--- src/rtl/threshold_debounce_fsm.sv ---
// Debounces comparator lesser/greater/equal flags with hysteresis into a
// registered alarm, with one-cycle rise/fall pulses, a malformed-flag pulse
// and a saturating count of alarm rises.
module threshold_debounce_fsm #(
  parameter int DEBOUNCE = 4,
  parameter int CNT_W    = 8
) (
  input  logic             clk,
  input  logic             rst,
  input  logic             in_valid,
  input  logic             lesser,
  input  logic             greater,
  input  logic             equal,
  input  logic             clear_count,
  output logic             alarm,
  output logic             rise_pulse,
  output logic             fall_pulse,
  output logic [CNT_W-1:0] event_count,
  output logic             flag_error
);

  localparam int RUN_W = $clog2(DEBOUNCE + 1);
  localparam logic [RUN_W-1:0] RUN_LAST = RUN_W'(DEBOUNCE);
  localparam logic [RUN_W-1:0] RUN_ONE  = RUN_W'(1);

  typedef enum logic [1:0] {
    LOW       = 2'd0,
    ARMING    = 2'd1,
    HIGH      = 2'd2,
    DISARMING = 2'd3
  } state_t;

  state_t           state, state_nxt;
  logic [RUN_W-1:0] run, run_nxt, run_inc;
  logic             onehot, accept;
  logic             alarm_nxt, rise_nxt, fall_nxt, ferr_nxt;
  logic [CNT_W-1:0] count_nxt;

  // Exactly one flag set; a sample only counts when it is valid and one-hot.
  assign onehot  = (lesser ^ greater ^ equal) & ~(lesser & greater & equal);
  assign accept  = in_valid & onehot;
  assign run_inc = run + 1'b1;

  // State and registered outputs; rst discards any partial run.
  always_ff @(posedge clk) begin
    if (rst) begin
      state       <= LOW;
      run         <= '0;
      alarm       <= 1'b0;
      rise_pulse  <= 1'b0;
      fall_pulse  <= 1'b0;
      event_count <= '0;
      flag_error  <= 1'b0;
    end else begin
      state       <= state_nxt;
      run         <= run_nxt;
      alarm       <= alarm_nxt;
      rise_pulse  <= rise_nxt;
      fall_pulse  <= fall_nxt;
      event_count <= count_nxt;
      flag_error  <= ferr_nxt;
    end
  end

  // Next state: equal holds a run in progress, an opposing flag cancels it.
  always_comb begin
    state_nxt = state;
    run_nxt   = run;
    if (accept) begin
      unique case (state)
        LOW: begin
          if (greater) begin
            if (DEBOUNCE == 1) begin
              state_nxt = HIGH;
              run_nxt   = '0;
            end else begin
              state_nxt = ARMING;
              run_nxt   = RUN_ONE;
            end
          end else begin
            run_nxt = '0;
          end
        end
        ARMING: begin
          if (greater) begin
            if (run_inc == RUN_LAST) begin
              state_nxt = HIGH;
              run_nxt   = '0;
            end else begin
              run_nxt = run_inc;
            end
          end else if (lesser) begin
            state_nxt = LOW;
            run_nxt   = '0;
          end
        end
        HIGH: begin
          if (lesser) begin
            if (DEBOUNCE == 1) begin
              state_nxt = LOW;
              run_nxt   = '0;
            end else begin
              state_nxt = DISARMING;
              run_nxt   = RUN_ONE;
            end
          end else begin
            run_nxt = '0;
          end
        end
        DISARMING: begin
          if (lesser) begin
            if (run_inc == RUN_LAST) begin
              state_nxt = LOW;
              run_nxt   = '0;
            end else begin
              run_nxt = run_inc;
            end
          end else if (greater) begin
            state_nxt = HIGH;
            run_nxt   = '0;
          end
        end
        default: begin
          state_nxt = LOW;
          run_nxt   = '0;
        end
      endcase
    end
  end

  // Output values to be registered; edges derive from the alarm transition.
  always_comb begin
    alarm_nxt = (state_nxt == HIGH) || (state_nxt == DISARMING);
    rise_nxt  = alarm_nxt & ~alarm;
    fall_nxt  = ~alarm_nxt & alarm;
    ferr_nxt  = in_valid & ~onehot;
    count_nxt = event_count;
    if (clear_count) begin
      count_nxt = rise_nxt ? CNT_W'(1) : '0;
    end else if (rise_nxt && (event_count != {CNT_W{1'b1}})) begin
      count_nxt = event_count + 1'b1;
    end
  end

endmodule

--- config.mk ---
export PLATFORM = sky130hd
export DESIGN_NAME = threshold_debounce_fsm
export DESIGN_NICKNAME = d
export VERILOG_FILES = /design/src/rtl/threshold_debounce_fsm.sv
export SDC_FILE = /design/constraint.sdc
export NUM_CORES = 1
export LEC_CHECK = 0
export CORE_MARGIN = 2
export CORE_UTILIZATION = 25
export DETAILED_ROUTE_END_ITERATION = 12
export PLACE_DENSITY = 0.42
export SLEW_MARGIN = 20
export SYNTH_ARGS = -nofsm -noshare
export SYNTH_HDL_FRONTEND = slang
export SYNTH_SLANG_ARGS = --single-unit
--- constraint.sdc ---
create_clock -name clk -period 2.9 [get_ports clk]
set_clock_uncertainty 0.05 [all_clocks]
set_input_delay 0.58 -clock clk [delete_from_list [all_inputs] [get_ports clk]]
set_output_delay 0.58 -clock clk [all_outputs]
set_load 0.02 [all_outputs]
==> metrics.yaml <==
status:
  status: "finished, final reports clean"
clocking:
  cts_tree: "yes"
  cts.htree.levels: 1
  clock-root-buffer: "clkbuf_4"
  cts_resized: 0
  path_clk_slew_ns: 0.10
  cts_setup_buffers: 0
  cts_buffers: 3
  holdBufCountCts: 0
  clk_latency_ns: 0.29
  cts_max_path_buffers: 2
  numClockSinks: 17
sta:
  post-route-min-period_ns: 2.55
  finalCritPeriodShare_pct: 88.1
  fin_tns_setup_ns: 0
  max_slew_margin_pct: 59.4
  setup_viol: 0
  max_freq_mhz: 391
  worst_pin_slew_ns: 0.607
  slew_viol_final: 0
  rsz0062_at_grt: "false"
  hold_viol_final: 0
setup_path:
  reg2reg_from: "run[0]"
  crit_path_top_delay_cell: "clkdlybuf4s50_1"
  crit_chain: "clkdlybuf4s50_1 > inv_1 > ha_1 > nor3b_2 > o21ai_2 > o21a_1 > o21a_1 > or4b_1 > o41ai_1"
  start_kind: "input pin"
  worstSetupEndpointType: "flip-flop"
  reg2reg_slack_ns: 0.85
  crit_family: "simple AND/OR/NAND/NOR gates"
  path_class: "in -> reg"
  path_buf_inv: 2
  rr_worst_depth: 7
  critPathMostFrequentCell: "o21a_1"
  cp.required_ns: 3.04
  timing.rr.end: "event_count[7]"
  cp_max_fo: 4
  cp.arrival_ns: 2.69
  slowest_delay_ns: 0.48
detailed_routing:
  via_per_inst: 4.98
  vias: 886
  drc_errors: 0
  antenna_left: 0
  first_iter_violations: 57
  wire_per_inst_um: 12.3
  drt_pass1_iterations: 4
  wl_um: 2200
synthesis:
  async_flop_share_pct: 0
  yosys_warnings: 0
  netlist_area_um2: 902
  synth_seq_cells: 17
  synthMuxAreaShare_pct: 1.11
  yosysMostFrequentCell: "dfxtp_1"
  synth_top_area_share_pct: 37.7
  syn-num-nets: 119
  synth_cell_types: 34
  ys_seq_area_share_pct: 37.7
  yosys.area_share.simple_pct: 31.1
  synth_area_leaders: "dfxtp_1, ha_1, nor2_1"
  yosys.area.top_type: "dfxtp_1"
  synth_fa_ha_area_share_pct: 6.93
  postSynthCellCount: 107
  synth-edff-count: 0
  avgSynthCellArea_um2: 8.43
  synth_flop_cell: "dfxtp_1"
  synth_xor_area_share_pct: 0.971
  synth_top_family_by_area: "simple AND/OR/NAND/NOR gates"
  synth_compound_area_share_pct: 20.0
  ys_top_cells_by_count: "dfxtp_1, nor2_1, nand2_1, a21oi_1, nand3_1"
hold_path:
  min_path_cells: 2
  hold_class: "reg -> reg"
  hold-path-endpoint: "run[1]"
  holdCritStartpoint: "run[1]"
floorplan:
  rows: 21
  core_um2: 3390
  die-area_um2: 4100
  chipWidth_um: 64.1
  start_util_pct: 26.6
  io_pins: 19
  die_h_um: 64.1
layout:
  n_fill_cell: 355
  syn2layout_area_growth_pct: 32.6
  drive_above_1_share_pct: 12.1
  nets: 145
  diodes: 0
  layout.cells.non_filler: 178
global_routing:
  grt_max_degree: 17
  grt_pass1_vias: 853
  grtUsageTotal_pct: 11.7
  gr-total-overflow: 0
  grt_first_pass_wirelength_um: 3830
  grt_antenna_before_repair: 0
power:
  worst_ir_drop_vdd_uv: 128
  p_leak_nw: 0.434
  p_per_area_nw_per_um2: 344
job:
  drv_cap: 0
placed_design:
  port_buffers: 18
  dpl.hpwl_um: 1630
  place_congestion: 0.770
  dp.cells: 174
## worst reg2reg max path, cell delays in order, from the launching register on
cell      delay, ns
dfxtp_1        0.38
ha_1           0.23
xor2_1         0.23
a41oi_1        0.18
nor2_2         0.19
o21ai_1        0.18
o311ai_0       0.35
o41ai_1        0.13
## worst max path at each step
stage | from | cells past startpoint | endpoint | slack (ns)
final | lesser | 9 | event_count[0] | 0.35
after global routing | lesser | 9 | event_count[0] | 0.23
after CTS | lesser | 9 | event_count[0] | 0.33
after detailed placement | lesser | 9 | event_count[0] | 0.04
after global placement | lesser | 9 | event_count[0] | 0.08
after floorplan | lesser | 8 | event_count[0] | 0.55
## metrics by stage
stage	area [um2]	setup WS, ns	total power [mW]	hold slack [ns]	util (%)
finish	1200	0.345	0.412	0.433	35.3
global route	1200	0.229	0.436	0.455	35.3
CTS	1200	0.333	0.420	0.434	35.3
detailed placement	1170	0.0398	0.290	0.418	34.5
global placement	1170	0.0800	0.290	0.417	34.5
floorplan	902	0.551	0.268	0.402	-
## logic make-up after synthesis
| logic type | Yosys count |
|---|---|
| adders and majority gates | 5 |
| muxes | 1 |
| AOI/OAI and AO/OA | 25 |
| DFF | 17 |
| xor gates and xnor gates | 1 |
| buffers and inverters | 5 |
| and+or+nand+nor | 53 |
## layout by cell type (no fill, tap or decap), drive strengths merged, types with 2 or more instances in the layout
cell and instances:
nand2 9, clkbuf 3, and2 2, nor4b 3, or2 2, buf 5
nor3 5, inv 3, nor2 14, o41ai 3, clkdlybuf4s50 18, o21a 2
dfxtp 17, nand4 3, o311ai 2, a21oi 6, nand3 6, o21ai 6
ha 5, or3 4, nor2b 3
## where the power goes
| group | total (mW) | internal (mW) | switching (mW) | leakage [nW] |
|---|---|---|---|---|
| clock network | 0.128 | 0.0513 | 0.0766 | 0.0177 |
| registers | 0.239 | 0.236 | 0.00319 | 0.137 |
| logic | 0.0449 | 0.0220 | 0.0229 | 0.279 |
| total | 0.412 | 0.309 | 0.103 | 0.434 |
## flip-flops by register name, summed over array words and instances, names as in the netlist
register	count
alarm	1
event_count	8
fall_pulse	1
flag_error	1
rise_pulse	1
run	3
state	2
## final cells by class
class                           instances  area [um2]  share of cell area (%)
Clock buffer                            3        22.5                    1.88
Clock inverter                          1        5.00                   0.418
Inverter                                3        11.3                   0.941
Multi-Input combinational cell         85         542                    45.3
Sequential cell                        17         340                    28.5
Tap cell                               46        57.6                    4.81
Timing Repair Buffer                   23         218                    18.2
## routing by layer
layer / track usage (%) / share of wire, % / vias up
met4: 4.89 / 1.5 / 0
met1: 15.7 / 50 / 412
met5: 0 / 0 / -
met2: 18.0 / 43 / 23
met3: 2.29 / 5.4 / 4
li1: - / - / 447
No activity file was read; power rests on OpenSTA's default activity.
